===== src/rtl/psubsb_seq_if.sv =====
// Start/done handshake bundle for the sequential packed saturating subtractor.
// The execute-stage controller holds the master side; the subtractor holds the slave side.
interface psubsb_seq_if #(
    parameter int WIDTH  = 16,
    parameter int LANE_W = 4
);
    logic                      start;
    logic [WIDTH-1:0]          A;
    logic [WIDTH-1:0]          B;
    logic                      busy;
    logic                      done;
    logic [WIDTH-1:0]          Diff;
    logic [WIDTH/LANE_W-1:0]   Ovf;
    logic                      Error;

    modport master (
        output start, A, B,
        input  busy, done, Diff, Ovf, Error
    );

    modport slave (
        input  start, A, B,
        output busy, done, Diff, Ovf, Error
    );
endinterface


===== src/rtl/psubsb_seq.sv =====
// Sequential packed saturating subtractor: one LANE_W-bit lane of A - B per cycle,
// LSB lane first, each lane clamped to its signed limit on overflow.
module psubsb_seq #(
    parameter int WIDTH  = 16,
    parameter int LANE_W = 4
) (
    input  logic         clk,
    input  logic         rst,
    psubsb_seq_if.slave  bus
);
    localparam int LANES = WIDTH / LANE_W;
    localparam int IDX_W = (LANES > 1) ? $clog2(LANES) : 1;

    typedef enum logic {IDLE, BUSY} state_t;

    // Returns {overflow, saturated lane result}.
    function automatic logic [LANE_W:0] sat_sub(
        input logic signed [LANE_W-1:0] a,
        input logic signed [LANE_W-1:0] b
    );
        logic signed [LANE_W-1:0] d;
        logic                     ovf;
        logic [LANE_W-1:0]        res;
        d   = a - b;
        ovf = (a[LANE_W-1] != b[LANE_W-1]) && (d[LANE_W-1] != a[LANE_W-1]);
        if (!ovf)
            res = d;
        else if (!a[LANE_W-1])
            res = {1'b0, {(LANE_W-1){1'b1}}};
        else
            res = {1'b1, {(LANE_W-1){1'b0}}};
        return {ovf, res};
    endfunction

    state_t                          state_q, state_d;
    logic [IDX_W-1:0]                lane_q, lane_d;
    logic [LANES-1:0][LANE_W-1:0]    a_q, b_q;
    logic [LANES-1:0][LANE_W-1:0]    diff_q, diff_d;
    logic [LANES-1:0]                ovf_q, ovf_d;
    logic                            err_q, err_d;
    logic                            done_q, done_d;
    logic                            load_ops;
    logic [LANE_W-1:0]               lane_res;
    logic                            lane_ovf;

    assign {lane_ovf, lane_res} = sat_sub(a_q[lane_q], b_q[lane_q]);

    always_comb begin
        state_d  = state_q;
        lane_d   = lane_q;
        diff_d   = diff_q;
        ovf_d    = ovf_q;
        err_d    = err_q;
        done_d   = 1'b0;
        load_ops = 1'b0;
        case (state_q)
            IDLE: begin
                if (bus.start) begin
                    load_ops = 1'b1;
                    diff_d   = '0;
                    ovf_d    = '0;
                    err_d    = 1'b0;
                    lane_d   = '0;
                    state_d  = BUSY;
                end
            end
            BUSY: begin
                diff_d[lane_q] = lane_res;
                ovf_d[lane_q]  = lane_ovf;
                err_d          = err_q | lane_ovf;
                if (lane_q == IDX_W'(LANES - 1)) begin
                    state_d = IDLE;
                    done_d  = 1'b1;
                    lane_d  = '0;
                end else begin
                    lane_d  = lane_q + 1'b1;
                end
            end
            default: state_d = IDLE;
        endcase
    end

    always_ff @(posedge clk) begin
        if (rst) begin
            state_q <= IDLE;
            lane_q  <= '0;
            diff_q  <= '0;
            ovf_q   <= '0;
            err_q   <= 1'b0;
            done_q  <= 1'b0;
        end else begin
            state_q <= state_d;
            lane_q  <= lane_d;
            diff_q  <= diff_d;
            ovf_q   <= ovf_d;
            err_q   <= err_d;
            done_q  <= done_d;
        end
    end

    // Operand holding registers only change on an accepted start, so they need no reset.
    always_ff @(posedge clk) begin
        if (load_ops) begin
            a_q <= bus.A;
            b_q <= bus.B;
        end
    end

    assign bus.busy  = (state_q == BUSY);
    assign bus.done  = done_q;
    assign bus.Diff  = diff_q;
    assign bus.Ovf   = ovf_q;
    assign bus.Error = err_q;
endmodule


===== src/flat_wrapper.sv =====
// flat-port wrapper written by rule: the top's interface ports become plain ports
module psubsb_seq_flat 
#(
    parameter int WIDTH  = 16,
    parameter int LANE_W = 4
)
  (clk, rst, bus_start, bus_A, bus_B, bus_busy, bus_done, bus_Diff, bus_Ovf, bus_Error);
  psubsb_seq_if #(.WIDTH(WIDTH), .LANE_W(LANE_W)) bus_i ();
  input  logic clk;
  input  logic rst;
  input wire logic [$bits(bus_i.start)-1:0] bus_start;
  input wire logic [$bits(bus_i.A)-1:0] bus_A;
  input wire logic [$bits(bus_i.B)-1:0] bus_B;
  output wire logic [$bits(bus_i.busy)-1:0] bus_busy;
  output wire logic [$bits(bus_i.done)-1:0] bus_done;
  output wire logic [$bits(bus_i.Diff)-1:0] bus_Diff;
  output wire logic [$bits(bus_i.Ovf)-1:0] bus_Ovf;
  output wire logic [$bits(bus_i.Error)-1:0] bus_Error;
  assign bus_i.start = bus_start;
  assign bus_i.A = bus_A;
  assign bus_i.B = bus_B;
  assign bus_busy = bus_i.busy;
  assign bus_done = bus_i.done;
  assign bus_Diff = bus_i.Diff;
  assign bus_Ovf = bus_i.Ovf;
  assign bus_Error = bus_i.Error;
  psubsb_seq #(.WIDTH(WIDTH), .LANE_W(LANE_W)) u_core (.clk(clk), .rst(rst), .bus(bus_i));
endmodule

===== config.mk =====
export PLATFORM = sky130hd
export DESIGN_NAME = psubsb_seq_flat
export DESIGN_NICKNAME = d
export VERILOG_FILES = /design/src/rtl/psubsb_seq_if.sv /design/src/rtl/psubsb_seq.sv /design/src/flat_wrapper.sv
export SDC_FILE = /design/constraint.sdc
export NUM_CORES = 1
export LEC_CHECK = 0
export ABC_CLOCK_PERIOD_IN_PS = 3950
export BUFFER_PORTS_ARGS = -buffer_cell sky130_fd_sc_hd__buf_2
export CORE_UTILIZATION = 50
export CTS_CLUSTER_DIAMETER = 100
export DETAILED_ROUTE_END_ITERATION = 6
export GPL_ROUTABILITY_DRIVEN = 1
export GPL_TIMING_DRIVEN = 1
export PLACE_DENSITY = 0.77
export SETUP_SLACK_MARGIN = 0.05
export SLEW_MARGIN = 20
export SYNTH_ARGS = -nofsm -noshare
export SYNTH_HDL_FRONTEND = slang
export SYNTH_SLANG_ARGS = --single-unit

===== constraint.sdc =====
create_clock -name clk -period 3.95 [get_ports clk]
set_input_delay 1.185 -clock clk [delete_from_list [all_inputs] [get_ports clk]]
set_output_delay 1.185 -clock clk [all_outputs]
set_load 0.01 [all_outputs]

After elaboration in Yosys (flattened, before gate mapping)
Index checks and enable logic that the tools add are counted.
{ "op_classes": {"add_sub_neg": 2, "n_mul": 0, "div": 0, "n_lt_le_gt_ge": 2, "eq_ne": 4, "shifts": 0, "mux": 26, "n_bitwise": 2, "reduce_logical": 3} }
{ "op_table": {"columns": ["op", "count"], "rows": [
  ["16-bit one-hot mux with 2 select lines", 1],
  ["4-bit 2-to-1 mux", 6],
  ["4-bit binary-select mux with 2-bit select", 2],
  ["16-bit bitwise mux", 1],
  ["16-bit 2-to-1 mux", 1],
  ["4-bit demux with 2-bit select", 1],
  ["4-bit one-hot mux with 2 select lines", 1],
  ["1-bit 2-to-1 mux", 6],
  ["4-bit bitwise mux", 1],
  ["2-bit 2-to-1 mux", 2],
  ["1-bit one-hot mux with 2 select lines", 2],
  ["2-bit one-hot mux with 2 select lines", 1],
  ["4-bit subtractor", 1],
  ["2-bit by 3-bit < comparator with 1-bit output, second input constant", 1],
  ["2-bit by 1-bit adder with 2-bit output, second input constant", 1],
  ["1-bit demux with 2-bit select", 1],
  ["2-bit equality test, second input constant", 1],
  ["2-bit by 1-bit greater-or-equal comparator with 1-bit output, second input constant", 1],
  ["1-bit logical AND", 2],
  ["1-bit != test", 2],
  ["2-bit != test, second input constant", 1],
  ["2-bit OR reduction", 1],
  ["1-bit NOT", 1],
  ["1-bit OR", 1]
]} }
{ "word_totals": {"reg_bits": 57, "latch_bits": 0, "mem_bits_rw": 0, "rom_bits": 0, "in_bits": 35, "out_inout_bits": 23, "elab_cells": 56, "n_memories": 0} }

Depth between registers and ports, before layout
Gate-level depths: netlist of the first run.
{ "depth": {"word_depth": 8, "ltp_mapped": 12} }

Least setup slack after synthesis of the first run
Ideal clock, no wire load.
{ "synth_timing": {"path_type": "reg-to-reg", "start": "register u_core.lane_q[0]", "end": "register u_core.ovf_q[0], in the netlist u_core.bus.Ovf[0]", "setup_ns": 0.131, "t_arrival_ns": 2.620, "t_required_ns": 3.819, "setup_slack_ns": 1.200, "path_stages_with_launch": 12, "n_path_buf": 1, "cell_sequence": "dfxtp_1 -> buf_6 -> mux4_1 -> inv_1 -> ha_1 -> a21o_1 -> a21oi_1 -> fa_1 -> inv_1 -> nor3b_2 -> a21oi_2 -> o31ai_1"} }
{ "synth_via": {"elab_chain_len": 7, "word_cells_on_any_way": 15, "cone_classes": "add/sub (1); order compare (2); eq/ne (2); mux (8); reduce/logical (2)"} }
{ "synth_rtl": {"columns": ["element", "line_no", "text"], "rows": [
  ["start, declared", "psubsb_seq.sv:36", "logic [IDX_W-1:0] lane_q, lane_d;"],
  ["start signal, assigned", "psubsb_seq.sv:93", "lane_q <= lane_d;"],
  ["4-bit binary-select mux with 2-bit select", "psubsb_seq.sv:46", "assign {lane_ovf, lane_res} = sat_sub(a_q[lane_q], b_q[lane_q]);"],
  ["4-bit 2-to-1 mux (not written as such)", "psubsb_seq.sv:46", null],
  ["4-bit subtractor", "psubsb_seq.sv:24", "d = a - b;"],
  ["1-bit != test", "psubsb_seq.sv:25", "ovf = (a[LANE_W-1] != b[LANE_W-1]) && (d[LANE_W-1] != a[LANE_W-1]);"],
  ["1-bit logical AND", "psubsb_seq.sv:25", null],
  ["4-bit bitwise mux (*)", "psubsb_seq.sv:69", "ovf_d[lane_q] = lane_ovf;"],
  ["4-bit one-hot mux with 2 select lines (*)", "psubsb_seq.sv:56", "case (state_q)"],
  ["end signal, assigned", "psubsb_seq.sv:95", "ovf_q <= ovf_d;"],
  ["end, declared", "psubsb_seq.sv:39", "logic [LANES-1:0] ovf_q, ovf_d;"]
]} }
Mark *: on every way between the ends. The rest lies on a longest branch, timed or not. The select of a mux whose other input is x is not followed.
A chain may end at the register's enable or synchronous reset.

Final worst setup path of the first run
Ends and elaborated chain as after synthesis.

==> results of run 1 <==
==> metrics by stage <==
stage | hold WS [ns] | utilization [%] | setup WS [ns] | cell area [sq um]
after CTS | 0.458 | 64.4 | 1.00 | 2840
final | 0.448 | 64.4 | 1.03 | 2840
after detailed placement | 0.443 | 60.3 | 1.03 | 2660
after global placement | 0.434 | 60.3 | 1.13 | 2660
after global routing | 0.482 | 64.4 | 0.842 | 2840
after floorplan | 0.480 | - | 1.20 | 2330
==> report_power, final <==
group	internal, mW	leakage (nW)	total [mW]	switching [mW]
clock network	0.280	0.0910	0.491	0.211
logic	0.0666	0.553	0.169	0.102
registers	0.661	0.508	0.676	0.0148
total	1.01	1.15	1.34	0.328
==> area by class of cell <==
type / count / area share (%)
Clock buffer: 16 / 6.34
Sequential cell: 57 / 51.4
Timing Repair Buffer: 59 / 10.6
Tap cell: 52 / 2.29
Multi-Input combinational cell: 98 / 28.0
Inverter: 10 / 1.32
==> routing by layer <==
metal  up-vias  GRT usage, %  share of wire [%]
met5         -             0                  0
met2        72          30.1                 47
met3         9          6.35                6.9
met1       759          24.1                 44
met4         0          14.0                2.5
li1        777             -                  -
==> cell usage in the layout, fill, tap and decap left out, drive strengths merged <==
cell type and instances:
nor2 11, buf 59, clkbuf 16, o21ai 13, nor3 1, nand3 6, a22o 1, mux4 8
a21o 1, a21oi 7, ha 7, a32oi 12, nand2 13, fa 2, nor2b 1, o31ai 4
xor2 1, inv 10, nand2b 3, a211oi 1, nor3b 6, edfxtp 32, dfxtp 25
==> final timing paths <==
check	from	endpoint	slack (ns)	depth (start not counted)
max	u_core.lane_q[0]$_SDFFE_PP0P_	u_core.bus.Ovf[0]$_SDFFE_PP0P_	1.03	10
min	u_core.bus.Ovf[1]$_SDFFE_PP0P_	u_core.bus.Ovf[1]$_SDFFE_PP0P_	0.45	2
max reg2reg	u_core.lane_q[0]$_SDFFE_PP0P_	u_core.bus.Ovf[0]$_SDFFE_PP0P_	1.03	10
min reg2reg	u_core.bus.Ovf[1]$_SDFFE_PP0P_	u_core.bus.Ovf[1]$_SDFFE_PP0P_	0.45	2
==> cell families after synthesis <==
logic type / count (synthesis) / share of synthesized area [%]
xor+xnor: 1 / 0.375
buf+inv: 16 / 3.27
fa+ha+maj: 9 / 5.47
flops: 57 / 62.6
compound gates: 39 / 11.3
mux: 8 / 8.04
simple gates: 41 / 9.00
==> state kept, by name (all words and copies together), names as in the netlist <==
name / flops
u_core.b_q: 16
u_core.bus.Diff: 16
u_core.bus.done: 1
u_core.bus.busy: 1
u_core.bus.Ovf: 4
u_core.a_q: 16
u_core.lane_q: 2
u_core.bus.Error: 1
==> worst min-delay path, cell delays in order, from the launching register on <==
cell and delay [ns]:
dfxtp_1 0.32, nand2_1 0.05, o31ai_1 0.05
==> synthesized netlist by cell type, drive strengths merged <==
cell	instances	area share, %
a211oi	1	0.32
a21o	1	0.32
a21oi	7	1.7
a22o	1	0.38
a32oi	12	4.5
buf	3	1.2
clkbuf	3	0.48
dfxtp	25	21
edfxtp	32	41
fa	2	1.7
ha	7	3.8
inv	10	1.6
mux4	8	8.0
nand2	13	2.1
nand2b	3	1.1
nand3	6	1.3
nor2	11	1.8
nor2b	1	0.38
nor3	1	0.21
nor3b	6	2.1
o21ai	13	2.8
o31ai	4	1.3
xor2	1	0.38
==> impl_metrics.ini, run 1 <==
[run_status]
status = completed

[floorplan]
ios = 58
core_area_sq_um = 4410
die_w_um = 70.3
rows = 24
start_util_pct = 52.9
die_y_um = 70.3
die-area_sq_um = 4950

[power_and_ir_drop]
ir_worst_vdd_uv = 274
power_mw = 1.34
p_leak_nw = 1.15
powerDensity_nw_per_um2 = 470

[setup_path]
cp_top_family = adder cells
critical_path_class = reg2reg
cp_slowest_cell = mux4_1
cp_data_arrival_time_ns = 3.12
start_kind = flip-flop
path_cells = buf_4 > mux4_1 > inv_1 > ha_1 > a21oi_1 > fa_1 > inv_1 > nor3b_2 > a21oi_2 > o31ai_1
cp_max_fo = 9
crit_buf_inv = 3
worstSetupEndpointType = flip-flop
slowest_delay_ns = 0.55
cp_data_required_time_ns = 4.15
crit_path_frequent_cell = inv_1

[clock_network]
cts_resized = 0
htreeDepth = 3
holdBufCountCts = 0
cts_made_buffers = 9
clockRootBuffer = clkbuf_8
clkSlewWorstSetupHoldPaths_ns = 0.06
tritoncts = done
clk_latency_ns = 0.33
cts_buffer_depth = 2
clkSinkCount = 57
post-cts-setup-buffers = 0

[synth]
syn_nets = 215
netlist_instances = 171
syn-cell-area_sq_um = 2330
avgSynthCellArea_sq_um = 13.7
synth_warnings = 0
synth-seq-area-share_pct = 62.6
synth-seq-cells = 57
synthDistinctLibCells = 29

[sta]
period_share_pct = 73.8
fmax_ghz = 0.343
final-hold-violation-count = 0
fin_crit_ns = 2.92
worst_pin_slew_ns = 0.625
fin_skew_ns = 0.00649
drv_slew = 0
fin_setup_tns_ns = 0
setup_viol = 0
rsz0062_at_grt = false
slew_headroom_pct = 58.3

[grt]
track_usage_pct = 19.9
grt_max_degree = 34
grt.overflow.total = 0
antenna_found_initial = 0
grt_pass1_wl_um = 7280
first_global_vias = 1621

[run]
cap_violations = 0

[final_layout]
seq_area_sq_um = 1460
multi_input_area_sq_um = 797
area_delta_synth_final_pct = 21.7
antenna_cells = 0
fill_cells = 342
final_nets = 279
instances_no_fill = 292
drive_gt1_share_pct = 33.8

[route]
wire_per_inst_um = 14.8
ant_nets = 0
vias_per_cell = 5.54
wl_um = 4320
detail_route.iter0.violations = 89
firstDrtPassIters = 4
drc = 0
num_vias = 1617

[placed_design]
dp_hpwl_um = 3110
numPortBuffers = 57
dp_cells = 276
gp_congestion = 0.863

[worst_hold_path]
min_path_type = reg2reg
Power figures use the tool's default switching activity.
==> run 2: changes to the inputs <==
--- a/config.mk
+++ b/config.mk
@@ -5,14 +5,14 @@
 export SDC_FILE = /design/constraint.sdc
 export NUM_CORES = 1
 export LEC_CHECK = 0
-export ABC_CLOCK_PERIOD_IN_PS = 3950
+export ABC_CLOCK_PERIOD_IN_PS = 2500
 export BUFFER_PORTS_ARGS = -buffer_cell sky130_fd_sc_hd__buf_2
-export CORE_UTILIZATION = 50
+export CORE_UTILIZATION = 47
 export CTS_CLUSTER_DIAMETER = 100
 export DETAILED_ROUTE_END_ITERATION = 6
 export GPL_ROUTABILITY_DRIVEN = 1
 export GPL_TIMING_DRIVEN = 1
-export PLACE_DENSITY = 0.77
+export PLACE_DENSITY = 0.76
 export SETUP_SLACK_MARGIN = 0.05
 export SLEW_MARGIN = 20
 export SYNTH_ARGS = -nofsm -noshare
==> constraint.sdc (replaced) <==
create_clock -name clk -period 2.5 [get_ports clk]
set_input_delay 0.75 -clock clk [delete_from_list [all_inputs] [get_ports clk]]
set_output_delay 0.75 -clock clk [all_outputs]
set_load 0.01 [all_outputs]
==> run 2 against run 1 <==
The flow now finishes with violations (setup timing). Power grew 55%. First-iteration DRC count shrank 3.4%. Register-to-register slack lost 1.1 ns. Worst setup slack lost 1.1 ns. Non-clock buffer count grew 10. Cell area grew 3.3%. Clock-buffer cell count shrank 7. Clock power grew 36%. Global-route usage shrank 2.4 points. Cell count grew 8.2%. Worst hold slack gained 0.0012 ns. Largest cell class unchanged.
==> impl_metrics.ini, run 2 (same netlist as run 1, synthesis figures left out) <==
[final_layout]
drive_gt1_share_pct = 41.0
mostFrequentLayoutCell = buf_2
fin_util_pct = 61.7
instances_no_fill = 316
final_cell_mix = buf_2, edfxtp_1, dfxtp_1
antenna_cells = 0
final_nets = 289
area_delta_synth_final_pct = 25.7

[sta]
final-hold-violation-count = 0
drv_slew = 0
final.setup.worst_slack_ns = -0.0183
period_share_pct = 101
fmax_ghz = 0.397
worst_pin_slew_ns = 0.560
rsz0062_at_grt = true
slew_headroom_pct = 62.6
fin_skew_ns = 0.00685
fin_crit_ns = 2.52
fin_hold_ws_ns = 0.449
setup_viol = 5

[power_and_ir_drop]
p_leak_nw = 1.19
ir_worst_vdd_uv = 346
powerDensity_nw_per_um2 = 704
power_mw = 2.07

[placed_design]
dp_hpwl_um = 3070
gp_congestion = 0.850
dp_worst_setup_slack_ns = -0.147
numPortBuffers = 57
dp_cells = 299

[setup_path]
cp_slowest_cell = mux4_2
cp_max_fo = 7
cp_top_family = adder cells
worstSetupEndpointType = flip-flop
cp_data_required_time_ns = 2.71
start_kind = flip-flop
cp_data_arrival_time_ns = 2.73
critical_path_class = reg2reg
slowest_delay_ns = 0.52
r2r_setup_slack_ns = -0.02
path_cells = mux4_2 > inv_2 > ha_4 > a21o_1 > a21oi_2 > fa_1 > inv_2 > nor3b_2 > a21oi_2 > o21ai_0
crit_buf_inv = 2

[floorplan]
core_area_sq_um = 4750
start_util_pct = 49.1
die_y_um = 72.5
die_w_um = 72.5
ios = 58
rows = 25
die-area_sq_um = 5250

[clock_network]
clockRootBuffer = clkbuf_8
cts_buffer_depth = 2
tritoncts = done
clkSlewWorstSetupHoldPaths_ns = 0.06
htreeDepth = 3
clkSinkCount = 57
holdBufCountCts = 0
clk_latency_ns = 0.33
cts_made_buffers = 9

[run_status]
status = finished with violations
violations = setup timing

[route]
wl_um = 4340
drc = 0
wire_per_inst_um = 13.7
detail_route.iter0.violations = 86
wl_met3_um = 295
num_vias = 1642
firstDrtPassIters = 5
top_layer_used = met4
vias_per_cell = 5.20
ant_nets = 0
wl_met2_um = 2020
wl_met1_um = 1940

[grt]
grt_max_degree = 34
first_global_vias = 1453
track_usage_pct = 17.6
antenna_found_initial = 0
grt_pass1_wl_um = 6660
grt.overflow.total = 0

[run]
cap_violations = 0

[worst_hold_path]
min_path_type = reg2reg
==> run 2: changes by cell type in the layout (fill, tap and decap cells not counted), moves of 2 or more <==
cell / change
o21ai_0: -2
buf_4: +10
clkinv_1: +3
clkbuf_8: -3
nand2_1: -4
clkinv_2: +3
clkbuf_1: -4
nand2_2: +4
inv_1: -2
inv_2: +2
==> run 2: area by class of cell <==
cell class                      count  area [sq um]
Sequential cell                    57          1470
Timing Repair Buffer               69           375
Inverter                           10          37.5
Multi-Input combinational cell     98           823
Clock buffer                        9           124
Tap cell                           67          83.8
Fill cell                         409          1820
Clock inverter                      6          26.3
==> run 2: where the power goes <==
part,switching [mW],internal (mW)
registers,0.0251,1.04
logic,0.185,0.142
clock network,0.333,0.337
total,0.543,1.52
==> run 2: stage by stage <==
step                TNS, ns  area (sq um)
finish              -0.0704          2940
global route          -1.57          2940
CTS                  -0.211          2930
detailed placement    -1.32          2750
global placement     -0.434          2750
floorplan            -0.299          2350
==> run 2: repair_timing <==
action,CTS,global route
setup buffers,2,0
resized for setup,5,3
pin swaps,4,2
setup endpoints to repair,17,17
==> run 2: worst paths after layout <==
path / from / to / cells after the start
worst min-delay path: u_core.bus.Ovf[3]$_SDFFE_PP0P_ / u_core.bus.Ovf[3]$_SDFFE_PP0P_ / 2
worst min register to register: u_core.bus.Ovf[3]$_SDFFE_PP0P_ / u_core.bus.Ovf[3]$_SDFFE_PP0P_ / 2
worst max register to register: u_core.lane_q[0]$_SDFFE_PP0P_ / u_core.bus.Error$_SDFFE_PP0P_ / 10
worst max-delay path: u_core.lane_q[0]$_SDFFE_PP0P_ / u_core.bus.Error$_SDFFE_PP0P_ / 10
==> run 2: per-layer routing <==
layer / GRT usage (%) / up-vias
met5: 0 / -
met4: 11.1 / 0
met3: 5.56 / 10
met2: 25.9 / 75
met1: 22.5 / 757
li1: - / 800
==> run 2: worst min-delay path: cells and delay by family (launching register included) <==
| kind | cells | cell delay, ns |
|---|---|---|
| flip-flops | 1 | 0.32 |
| AND/OR/NAND/NOR | 1 | 0.05 |
| AO/OA/AOI/OAI | 1 | 0.05 |
